[src/rtl/fpu_mul_arbiter_if.sv]
// Bus bundle between the FPU issue logic, the shared multiplier arbiter and
// the multiplier datapath. The arbiter takes the master view.
interface fpu_mul_arbiter_if #(
   parameter int X     = 32,
   parameter int N_REQ = 2
);
   logic [N_REQ-1:0]   req_valid;
   logic [N_REQ-1:0]   req_ready;
   logic [N_REQ*X-1:0] req_a;
   logic [N_REQ*X-1:0] req_b;
   logic               flush;
   logic               mul_start;
   logic [X-1:0]       mul_a;
   logic [X-1:0]       mul_b;
   logic [X-1:0]       mul_out;
   logic [N_REQ-1:0]   resp_valid;
   logic [X-1:0]       resp_data;
   logic               busy;

   modport master (
      input  req_valid, req_a, req_b, flush, mul_out,
      output req_ready, mul_start, mul_a, mul_b, resp_valid, resp_data, busy
   );

   modport slave (
      output req_valid, req_a, req_b, flush, mul_out,
      input  req_ready, mul_start, mul_a, mul_b, resp_valid, resp_data, busy
   );
endinterface

[src/rtl/fpu_mul_arbiter.sv]
// Round-robin arbiter sharing one pipelined FP multiplier between N_REQ requesters.
// Define FPU_MUL_ARB_PERF_EN to add saturating issue/stall performance counters.
module fpu_mul_arbiter #(
   parameter int X       = 32,
   parameter int N_REQ   = 2,
   parameter int MUL_LAT = 3
) (
   input  logic             clk,
   input  logic             rst_n,
   fpu_mul_arbiter_if.master bus
`ifdef FPU_MUL_ARB_PERF_EN
   ,
   output logic [31:0]      perf_issue_cnt,
   output logic [31:0]      perf_stall_cnt
`endif
);

   localparam int IDW = (N_REQ > 1) ? $clog2(N_REQ) : 1;

   typedef enum logic [1:0] {ST_IDLE, ST_RUN, ST_FLUSH} state_t;

   state_t           state_q, state_d;
   logic [IDW-1:0]   rr_q, rr_d;
   logic [IDW-1:0]   win_id;
   logic             win_found;
   logic             grant;
   logic [N_REQ-1:0] grant_oh;

   logic             mul_start_q;
   logic [IDW-1:0]   start_id_q;
   logic [X-1:0]     mul_a_q, mul_b_q;

   logic [MUL_LAT-1:0] tag_vld_q, tag_vld_d;
   logic [IDW-1:0]     tag_id_q [MUL_LAT];
   logic               busy_d;

   logic [N_REQ-1:0] resp_valid_q;
   logic [X-1:0]     resp_data_q;

   function automatic logic [IDW-1:0] wrap_add(input logic [IDW-1:0] base, input int off);
      int sum;
      sum = int'(base) + off;
      if (sum >= N_REQ) sum = sum - N_REQ;
      return IDW'(sum);
   endfunction

   // Search starts at the pointer so the last winner has lowest priority.
   always_comb begin
      win_found = 1'b0;
      win_id    = '0;
      for (int i = 0; i < N_REQ; i++) begin
         if (!win_found && bus.req_valid[wrap_add(rr_q, i)]) begin
            win_found = 1'b1;
            win_id    = wrap_add(rr_q, i);
         end
      end
   end

   assign grant = win_found && rst_n && !bus.flush && (state_q != ST_FLUSH);

   always_comb begin
      grant_oh = '0;
      if (grant) grant_oh[win_id] = 1'b1;
   end

   assign rr_d = grant ? wrap_add(win_id, 1) : rr_q;

   always_comb begin
      tag_vld_d[0] = mul_start_q;
      for (int k = 1; k < MUL_LAT; k++) tag_vld_d[k] = tag_vld_q[k-1];
   end

   assign busy_d = grant | (|tag_vld_d);

   always_comb begin
      state_d = state_q;
      unique case (state_q)
         ST_IDLE:  if (grant)   state_d = ST_RUN;
         ST_RUN:   if (!busy_d) state_d = ST_IDLE;
         ST_FLUSH: state_d = ST_IDLE;
         default:  state_d = ST_IDLE;
      endcase
      if (bus.flush) state_d = ST_FLUSH;
   end

   always_ff @(posedge clk or negedge rst_n) begin
      if (!rst_n) begin
         state_q      <= ST_IDLE;
         rr_q         <= '0;
         mul_start_q  <= 1'b0;
         start_id_q   <= '0;
         mul_a_q      <= '0;
         mul_b_q      <= '0;
         tag_vld_q    <= '0;
         resp_valid_q <= '0;
         resp_data_q  <= '0;
      end else begin
         state_q <= state_d;
         rr_q    <= rr_d;
         if (grant) begin
            start_id_q <= win_id;
            mul_a_q    <= bus.req_a[win_id*X +: X];
            mul_b_q    <= bus.req_b[win_id*X +: X];
         end
         if (bus.flush) begin
            mul_start_q  <= 1'b0;
            tag_vld_q    <= '0;
            resp_valid_q <= '0;
         end else begin
            mul_start_q  <= grant;
            tag_vld_q    <= tag_vld_d;
            resp_valid_q <= '0;
            // Oldest tag lines up with the cycle mul_out carries its result.
            if (tag_vld_q[MUL_LAT-1]) begin
               resp_valid_q[tag_id_q[MUL_LAT-1]] <= 1'b1;
               resp_data_q                       <= bus.mul_out;
            end
         end
      end
   end

   generate
      for (genvar gi = 0; gi < MUL_LAT; gi++) begin : g_tag
         always_ff @(posedge clk or negedge rst_n) begin
            if (!rst_n)
               tag_id_q[gi] <= '0;
            else if (gi == 0)
               tag_id_q[gi] <= start_id_q;
            else
               tag_id_q[gi] <= tag_id_q[(gi > 0) ? gi-1 : 0];
         end
      end
   endgenerate

   assign bus.req_ready  = grant_oh;
   assign bus.mul_start  = mul_start_q;
   assign bus.mul_a      = mul_a_q;
   assign bus.mul_b      = mul_b_q;
   assign bus.resp_valid = resp_valid_q;
   assign bus.resp_data  = resp_data_q;
   assign bus.busy       = mul_start_q | (|tag_vld_q);

`ifdef FPU_MUL_ARB_PERF_EN
   logic [31:0] issue_cnt_q;
   logic [31:0] stall_cnt_q;
   logic        stall;

   // A stall is any requester presenting valid without being accepted.
   assign stall = |(bus.req_valid & ~grant_oh);

   always_ff @(posedge clk or negedge rst_n) begin
      if (!rst_n) begin
         issue_cnt_q <= '0;
         stall_cnt_q <= '0;
      end else if (bus.flush) begin
         issue_cnt_q <= '0;
         stall_cnt_q <= '0;
      end else begin
         if (mul_start_q && (issue_cnt_q != 32'hFFFF_FFFF)) issue_cnt_q <= issue_cnt_q + 32'd1;
         if (stall && (stall_cnt_q != 32'hFFFF_FFFF))       stall_cnt_q <= stall_cnt_q + 32'd1;
      end
   end

   assign perf_issue_cnt = issue_cnt_q;
   assign perf_stall_cnt = stall_cnt_q;
`else
   // Counters are not built in this configuration.
`endif

endmodule

[src/flat_wrapper.sv]
// flat-port wrapper written by rule: the top's interface ports become plain ports
module fpu_mul_arbiter_flat 
#(
   parameter int X       = 32,
   parameter int N_REQ   = 2,
   parameter int MUL_LAT = 3
)
  (clk, rst_n, bus_req_valid, bus_req_a, bus_req_b, bus_flush, bus_mul_out, bus_req_ready, bus_mul_start, bus_mul_a, bus_mul_b, bus_resp_valid, bus_resp_data, bus_busy);
  fpu_mul_arbiter_if #(.X(X), .N_REQ(N_REQ)) bus_i ();
  input  logic clk;
  input  logic rst_n;
  input wire logic [$bits(bus_i.req_valid)-1:0] bus_req_valid;
  input wire logic [$bits(bus_i.req_a)-1:0] bus_req_a;
  input wire logic [$bits(bus_i.req_b)-1:0] bus_req_b;
  input wire logic [$bits(bus_i.flush)-1:0] bus_flush;
  input wire logic [$bits(bus_i.mul_out)-1:0] bus_mul_out;
  output wire logic [$bits(bus_i.req_ready)-1:0] bus_req_ready;
  output wire logic [$bits(bus_i.mul_start)-1:0] bus_mul_start;
  output wire logic [$bits(bus_i.mul_a)-1:0] bus_mul_a;
  output wire logic [$bits(bus_i.mul_b)-1:0] bus_mul_b;
  output wire logic [$bits(bus_i.resp_valid)-1:0] bus_resp_valid;
  output wire logic [$bits(bus_i.resp_data)-1:0] bus_resp_data;
  output wire logic [$bits(bus_i.busy)-1:0] bus_busy;
  assign bus_i.req_valid = bus_req_valid;
  assign bus_i.req_a = bus_req_a;
  assign bus_i.req_b = bus_req_b;
  assign bus_i.flush = bus_flush;
  assign bus_i.mul_out = bus_mul_out;
  assign bus_req_ready = bus_i.req_ready;
  assign bus_mul_start = bus_i.mul_start;
  assign bus_mul_a = bus_i.mul_a;
  assign bus_mul_b = bus_i.mul_b;
  assign bus_resp_valid = bus_i.resp_valid;
  assign bus_resp_data = bus_i.resp_data;
  assign bus_busy = bus_i.busy;
  fpu_mul_arbiter #(.X(X), .N_REQ(N_REQ), .MUL_LAT(MUL_LAT)) u_core (.clk(clk), .rst_n(rst_n), .bus(bus_i));
endmodule
[config.mk]
export PLATFORM = sky130hd
export DESIGN_NAME = fpu_mul_arbiter_flat
export DESIGN_NICKNAME = d
export VERILOG_FILES = /design/src/rtl/fpu_mul_arbiter_if.sv /design/src/rtl/fpu_mul_arbiter.sv /design/src/flat_wrapper.sv
export SDC_FILE = /design/constraint.sdc
export NUM_CORES = 1
export LEC_CHECK = 0
export BUFFER_PORTS_ARGS = -buffer_cell sky130_fd_sc_hd__clkbuf_2
export CAP_MARGIN = 15
export CORE_MARGIN = 2
export CORE_UTILIZATION = 41
export DETAILED_ROUTE_END_ITERATION = 7
export PLACE_DENSITY = 0.79
export SLEW_MARGIN = 20
export SYNTH_ARGS = -nofsm -noshare
export SYNTH_HDL_FRONTEND = slang
export SYNTH_SLANG_ARGS = --single-unit
[constraint.sdc]
create_clock -name clk -period 1.4 [get_ports clk]
set_clock_uncertainty 0.1 [all_clocks]
set_input_delay 0.21 -clock clk [delete_from_list [all_inputs] [get_ports clk]]
set_output_delay 0.21 -clock clk [all_outputs]
set_load 0.01 [all_outputs]
* After elaboration in Yosys (flattened, before gate mapping)
Cells that the tools add are included.
** Storage, ports and cells
- Bits of input ports :: 165
- Register bits after elaboration :: 109
- Output and inout port bits :: 102
- Word-level logic and storage cells :: 72
** Cells by class
- Bitwise logic cells :: 3
- Reduce and logical (&&, ||, !) cells :: 13
- Add/subtract/negate cells :: 5
- Equal/unequal tests :: 4
- Multiplexer cells :: 24
- Shift operators :: 2
- $lt $le $gt $ge :: 9
** Operators with widths (count)
- variable part select 64 x 7 -> 32 bit :: 2
- 2-to-1 mux 1 bit :: 14
- 2-to-1 mux 2 bit :: 6
- < comparator 1 x 2 -> 1 bit (second input constant) :: 4
- logical AND 1 bit :: 6
- OR reduction 3 bit :: 2
- adder 1 x 1 -> 2 bit (second input constant) :: 2
- >= comparator 2 bit (second input constant) :: 2
- case mux 2 bit (2 select lines) :: 1
- AND reduction 2 bit :: 2
- 2-to-1 mux 3 bit :: 1
- inequality test 3 x 2 -> 1 bit (second input constant) :: 1
- inequality test 3 bit (second input constant) :: 1
- subtractor 1 bit (second input constant) :: 3
- demux 1 bit (select 1 bit) :: 2
- == test 2 x 1 -> 1 bit (second input constant) :: 1
- >= comparator 1 bit (second input constant) :: 2
- >= comparator 1 x 2 -> 1 bit (second input constant) :: 1
- zero test 1 bit :: 2
- zero test 2 bit :: 1
- inequality test 2 bit (second input constant) :: 1
- bitwise OR 1 bit :: 2
- NOT 1 bit :: 1

* Longest topological paths before layout
Gate-level depths: netlist (run 1).
- Word-level depth :: 15
- Depth in mapped cells :: 6
- Depth with buffers taken out :: 4

* Least setup slack after synthesis (run 1)
No wires, ideal clock.
- Path type :: flip-flop to output port
- Start point :: register u_core.mul_start_q (netlist: u_core.bus.mul_start)
- End point :: output bus_busy
- Path buffers :: 0
- Slack :: 0.033 ns
- Required time :: 1.090 ns
- Stages on the path, launching flop included :: 3
- Data arrival time :: 1.057 ns
- Path through :: dfrtp_1 > or3_1 > or2_2
** Between the ends
- Longest elaborated chain between the ends :: 1
** RTL lines
- from (decl) :: line fpu_mul_arbiter.sv:29 : logic mul_start_q;
- from (signal assigned) :: line fpu_mul_arbiter.sv:110 : mul_start_q <= grant;
- bitwise OR 1 bit :: line fpu_mul_arbiter.sv:141 : assign bus.busy = mul_start_q | (|tag_vld_q);
- to (decl) :: line flat_wrapper.sv:23 : output wire logic [$bits(bus_i.busy)-1:0] bus_busy;
No other way between the ends.

* Worst setup path after layout (run 1)
- Start point :: register u_core.tag_vld_q[0]
- End point :: output bus_busy
** Between the ends
- Longest elaborated chain between the ends :: 2
** RTL lines
- from (decl) :: line fpu_mul_arbiter.sv:33 : logic [MUL_LAT-1:0] tag_vld_q, tag_vld_d;
- from (signal assigned) :: line fpu_mul_arbiter.sv:111 : tag_vld_q <= tag_vld_d;
- OR reduction 3 bit :: line fpu_mul_arbiter.sv:141
- bitwise OR 1 bit :: line fpu_mul_arbiter.sv:141
No other way between the ends.

==> results of run 1 <==
-- flip-flops by register name, summed over array words and instances (netlist names) --
register	cells
u_core.start_id_q	1
u_core.bus.mul_b	32
u_core.rr_q	1
u_core.bus.resp_data	32
u_core.bus.resp_valid	2
u_core.bus.mul_start	1
u_core.tag_id_q	3
u_core.bus.mul_a	32
u_core.tag_vld_q	3
u_core.state_q	2
-- cells in the final DEF (no fill, tap or decap), types with 2 or more instances in the layout --
cell type and count:
o21ai_2 20, nor2b_4 2, inv_8 2, nor2_1 2, nand3b_1 64, o21ai_1 34
clkinv_8 2, nand2b_4 2, dfrtp_1 109, dlygate4sd3_1 29, nor2b_1 4, buf_4 12
inv_2 2, a31oi_1 128, buf_8 5, buf_12 13, o21ai_0 10, buf_2 2
clkbuf_2 262, buf_6 3, mux2_1 33, buf_16 2, clkbuf_16 24
-- worst max-delay path by stage --
| stage | startpoint | endpoint | slack [ns] | cells past startpoint |
|---|---|---|---|---|
| 2_1_floorplan | u_core.bus.mul_start$_DFF_PN0_ | bus_busy | 0.03 | 2 |
| 3_5_place_dp | u_core.tag_vld_q[0]$_DFF_PN0_ | bus_busy | -0.07 | 3 |
| 5_1_grt | u_core.tag_vld_q[0]$_DFF_PN0_ | bus_busy | -0.41 | 3 |
| 4_1_cts | u_core.tag_vld_q[1]$_DFF_PN0_ | bus_busy | -0.37 | 3 |
| 3_3_place_gp | u_core.tag_vld_q[0]$_DFF_PN0_ | bus_busy | -0.05 | 3 |
| 6_report | u_core.tag_vld_q[0]$_DFF_PN0_ | bus_busy | -0.38 | 3 |
-- power breakdown --
part | internal, mW | leakage, nW | total [mW] | switching (mW)
Sequential | 3.72 | 1.31 | 4.08 | 0.356
Combinational | 1.62 | 2.30 | 3.26 | 1.64
Clock | 1.44 | 0.153 | 2.70 | 1.26
-- stage by stage --
| step | TNS [ns] | total power, mW | hold slack, ns | util (%) |
|---|---|---|---|---|
| after floorplan | 0 | 5.35 | -0.186 | - |
| after global placement | -0.0452 | 6.45 | 0.235 | 54.9 |
| after detailed placement | -0.0657 | 6.56 | 0.235 | 54.9 |
| after CTS | -0.579 | 9.31 | 0.000635 | 60.4 |
| after global routing | -7.52 | 10.5 | 0.00303 | 66.1 |
| final | -3.16 | 10.0 | -0.00287 | 66.1 |
-- per-layer routing --
| metal | global-route usage [%] | share of wire, % | vias up |
|---|---|---|---|
| met5 | 0 | 0 | - |
| li1 | - | - | 2426 |
| met1 | 28.8 | 36 | 2628 |
| met4 | 12.5 | 3.6 | 0 |
| met3 | 6.07 | 9.5 | 59 |
| met2 | 41.4 | 51 | 365 |
-- cell families (layout without fill, tap and decap cells) --
logic type | after synthesis | count (layout) | synth area share [%]
other cells | 0 | 1 | 0
simple gates | 80 | 80 | 11.3
compound gates | 194 | 194 | 22.0
flops | 109 | 109 | 53.0
mux | 34 | 34 | 7.44
buf+inv | 64 | 362 | 6.27
-- critical path, cell delays in order, from the launching register on --
cell and delay [ns]:
dfrtp_1 0.38, or3_4 0.39, or2_4 0.24, buf_6 0.12
-- cell type report --
cell class	count	area (µm²)	share of cell area, %
Inverter	3	23.8	0.297
Antenna cell	1	2.50	0.0313
Timing Repair Buffer	343	2500	31.2
Tap cell	168	210	2.63
Multi-Input combinational cell	308	2220	27.7
Clock inverter	7	93.8	1.17
Clock buffer	9	225	2.81
Sequential cell	109	2730	34.1
-- repair_timing --
action / in CTS / in global routing
endpoints found under the setup margin: 3 / 71
buffers inserted: 6 / 2
hold buffers: 28 / 1
pin swaps: 4 / 61
hold endpoints to repair: 136 / 1
cloned: 0 / 23
gates resized for setup: 4 / 93
==> flow_summary.toml, run 1 <==
[status]
status = "finished, violations left"
violations = "negative hold slack, negative setup slack"

[place]
pre_cts_slack_ns = -0.0657
dp_hpwl_mm = 10.9
place.gp.congestion = 0.774
placed_area_mm2 = 0.00665
port_buffers = 266
placed_cells_incl_taps = 871

[setup_path]
timing.rr.end = "u_core.bus.mul_b[10]$_DFFE_PN0N_"
worst-setup-path-type = "register to primary output"
worstRegToRegCells = 6
end_kind = "primary output"
worstPathMaxFanout = 2
reg2reg_from = "u_core.rr_q$_DFFE_PN0N_"
worstPathArrival_ns = 1.47
r2r_slack_ns = -0.10
critPathRequiredTime_ns = 1.09
start_kind = "register"

[hold_path]
hold_depth = 3
hp-class = "primary input to register"
min_to = "u_core.bus.mul_a[9]$_DFFE_PN0N_"
hold_start = "bus_req_a[9]"

[timing]
hold_slack_ns = -0.00287
fmax_mhz = 562
drv_slew = 0
tightest_slew_ns = 0.572
fin_crit_ns = 1.78
setup_violations = 67
fin_crit_sh_pct = 127
relSlewSlack_pct = 61.8
final.setup.worst_slack_ns = -0.379
rsz0062_at_grt = "true"
hold_viol = 2

[floorplan]
dieHeight_um = 116
num_rows = 40
die-area_mm2 = 0.0135
placeableCoreArea_mm2 = 0.0121
start_util_pct = 42.5
die_w_um = 116
ios = 267

[grt]
antenna_found_initial = 1
grt_pass1_vias = 5169
grt_pass1_wl_mm = 25.6
grt_remaining_overflow = 0
grt_max_degree = 110
grt_use_total_pct = 24.4

[run]
cap_violations = 0

[logic_synthesis]
postSynth.asyncResetShare_pct = 100
synth_fp_nets = 646
yosysTopAreaCell = "dfrtp_1"
synth-edff-count = 0
synth.most_common_cell = "a31oi_1"
synth_top_cells_by_area = "dfrtp_1 (53%), a31oi_1 (16%), nand3b_1 (9.3%)"
ys.flop_type = "dfrtp_1"
synth_area_per_cell_um2 = 10.7
ys_ff_latch = 109
synthCells = 481
yosysSeqAreaShare_pct = 53.0
synth_top_cell_area_share_pct = 53.0
ys_types = 23
netlist_area_mm2 = 0.00515
netlist_top_cells_count = "a31oi_1 (128), dfrtp_1 (109), nand3b_1 (64)"
yosys_warnings = 0

[clock_tree]
cts_root_buf = "clkbuf_16"
cts_made_buffers = 9
clock_sinks = 109
h-tree-depth = 3
cts.path.max_buffers = 2
insertion_delay_ns = 0.34
clk_pin_slew_ns = 0.08
tritoncts = "built"

[finish]
finalNonFillerCells = 948
final_area_mm2 = 0.00800
layout.nets = 939
drive_above_1_share_pct = 46.6
nFillCells = 934
syn2layout_area_growth_pct = 55.5

[drt]
drc = 0
via_per_inst = 5.78
drtIter0Drc = 435
drtPass1Iterations = 7
ant_nets = 0
vias = 5478
wl_per_cell_um = 21.2
routed_wl_mm = 20.1

[power_and_ir_drop]
ir_drop_mv = 0.517
power_leakage_nw = 3.77
p_per_area_mw_per_mm2 = 1250
(Power assumes the default switching activity.)
==> inputs of run 2 (changes only) <==
--- a/config.mk
+++ b/config.mk
@@ -11,6 +11,7 @@
 export CORE_UTILIZATION = 41
 export DETAILED_ROUTE_END_ITERATION = 7
 export PLACE_DENSITY = 0.79
+export RECOVER_POWER = 50
 export SLEW_MARGIN = 20
 export SYNTH_ARGS = -nofsm -noshare
 export SYNTH_HDL_FRONTEND = slang
==> flow_summary.toml, run 2 (same netlist as run 1, synthesis figures left out) <==
[hold_path]
hold_depth = 3
min_to = "u_core.bus.mul_a[9]$_DFFE_PN0N_"
hold_start = "bus_req_a[9]"
hp-class = "primary input to register"

[timing]
fin_crit_ns = 1.78
drv_slew = 0
final.setup.worst_slack_ns = -0.379
fin_crit_sh_pct = 127
hold_viol = 2
setup_violations = 98
setup_tns_ns = -7.26
tightest_slew_ns = 0.802
relSlewSlack_pct = 46.6
fmax_mhz = 562
rsz0062_at_grt = "true"
hold_slack_ns = -0.00468

[place]
port_buffers = 266
placed_area_mm2 = 0.00665
dp_hpwl_mm = 10.9
placed_cells_incl_taps = 871
pre_cts_slack_ns = -0.0657
place.gp.congestion = 0.774

[finish]
drive_above_1_share_pct = 44.5
final_core_util_pct = 65.7
layout.nets = 939
finalNonFillerCells = 948
syn2layout_area_growth_pct = 54.5
final_common_cell = "clkbuf_2"
final_area_mm2 = 0.00796
final_cell_mix = "clkbuf_2 (247), a31oi_1 (128), dfrtp_1 (109)"

[setup_path]
path_delay_family = "simple AND/OR/NAND/NOR gates"
worstPathMaxFanout = 2
worstPathArrival_ns = 1.47
r2r_slack_ns = -0.25
start_kind = "register"
crit_buf_inv = 1
worstRegToRegCells = 3
cp_slowest_stage_delay_ns = 0.39
timing.rr.end = "u_core.bus.resp_data[3]$_DFFE_PN0P_"
worst-setup-path-type = "register to primary output"
end_kind = "primary output"
path_cells = "or3_4 > or2_4 > buf_6"
reg2reg_from = "u_core.tag_vld_q[2]$_DFF_PN0_"
cpMaxStageDelayCell = "or3_4"
critPathRequiredTime_ns = 1.09

[drt]
drtPass1Iterations = 6
ant_nets = 0
drtIter0Drc = 450
vias = 5516
via_per_inst = 5.82
wl_per_cell_um = 21.1
drc = 0
routed_wl_mm = 20.0

[floorplan]
die_w_um = 116
start_util_pct = 42.5
dieHeight_um = 116
ios = 267
placeableCoreArea_mm2 = 0.0121
die-area_mm2 = 0.0135
num_rows = 40

[power_and_ir_drop]
p_int_mw = 6.77
ir_drop_mv = 0.516
power_leakage_nw = 3.71
pwr-share-clk_pct = 27.0
p_seq_share_pct = 40.7
p_sw_share_pct = 32.5
power.switching_mw = 3.26
p_per_area_mw_per_mm2 = 1260
power_frac_comb_pct = 32.4

[status]
violations = "negative hold slack, negative setup slack"
status = "finished, violations left"

[grt]
grt_remaining_overflow = 0
grt_max_degree = 110
grt_pass1_vias = 5169
antenna_found_initial = 1
grt_pass1_wl_mm = 25.6
grt_use_total_pct = 24.4

[clock_tree]
clock_sinks = 109
h-tree-depth = 3
cts_root_buf = "clkbuf_16"
insertion_delay_ns = 0.34
cts.path.max_buffers = 2
clk_pin_slew_ns = 0.08
cts_made_buffers = 9
tritoncts = "built"

[run]
cap_violations = 0
run 2: changes by cell type in the layout (fill, tap and decap cells not counted):
cell	delta
nor2b_1	+1
buf_8	+1
clkbuf_2	-15
buf_4	-3
nor2b_4	-1
buf_12	-1
clkbuf_4	+4
clkbuf_1	+15
clkbuf_16	-1
run 2: per-layer routing:
| metal | GRT usage (%) | vias to the layer above | wire [µm] |
|---|---|---|---|
| met2 | 41.4 | 384 | 10200 |
| li1 | - | 2427 | - |
| met1 | 28.8 | 2634 | 7160 |
| met5 | 0 | - | 0 |
| met3 | 6.07 | 71 | 1940 |
| met4 | 12.5 | 0 | 747 |
run 2: cell type report:
type	instances	area [µm²]
Clock buffer	9	225
Tap cell	168	210
Timing Repair Buffer	343	2460
Clock inverter	7	93.8
Multi-Input combinational cell	308	2210
Fill cell	951	4160
Inverter	3	23.8
Sequential cell	109	2730
Antenna cell	1	2.50
run 2: how the worst max path moves through the flow:
stage	from	to	slack, ns	cells after the start
detailed placement	u_core.tag_vld_q[0]$_DFF_PN0_	bus_busy	-0.07	3
global placement	u_core.tag_vld_q[0]$_DFF_PN0_	bus_busy	-0.05	3
global route	u_core.tag_vld_q[0]$_DFF_PN0_	bus_busy	-0.41	3
finish	u_core.tag_vld_q[0]$_DFF_PN0_	bus_busy	-0.38	3
CTS	u_core.tag_vld_q[1]$_DFF_PN0_	bus_busy	-0.37	3
floorplan	u_core.bus.mul_start$_DFF_PN0_	bus_busy	0.03	2
run 2: worst register-to-register path, cell delays in order (launching register included):
cell,delay [ns]
dfrtp_1,0.35
nor2b_1,0.32
clkbuf_4,0.38
mux2_1,0.37
run 2: power groups by stage:
stage	Sequential (mW)	Combinational, mW	Clock [mW]
6_report	4.08	3.24	2.70
5_1_grt	4.14	3.47	2.86
4_1_cts	4.06	2.52	2.72
3_5_place_dp	4.12	2.44	0
3_3_place_gp	4.09	2.36	0
2_1_floorplan	4.32	1.03	0
run 2: timing repair:
item / in CTS / in global routing
hold buffers: 28 / 1
buffers inserted: 6 / 2
pin swaps: 4 / 61
gates resized for setup: 4 / 93
setup endpoints to repair: 3 / 71
gates cloned: 0 / 23
endpoints found under the hold margin: 136 / 1
run 2: per-stage QoR:
step	hold WS [ns]	total power, mW
2_1_floorplan	-0.186	5.35
3_3_place_gp	0.235	6.45
3_5_place_dp	0.235	6.56
4_1_cts	0.000635	9.31
5_1_grt	0.00303	10.5
6_report	-0.00468	10.0
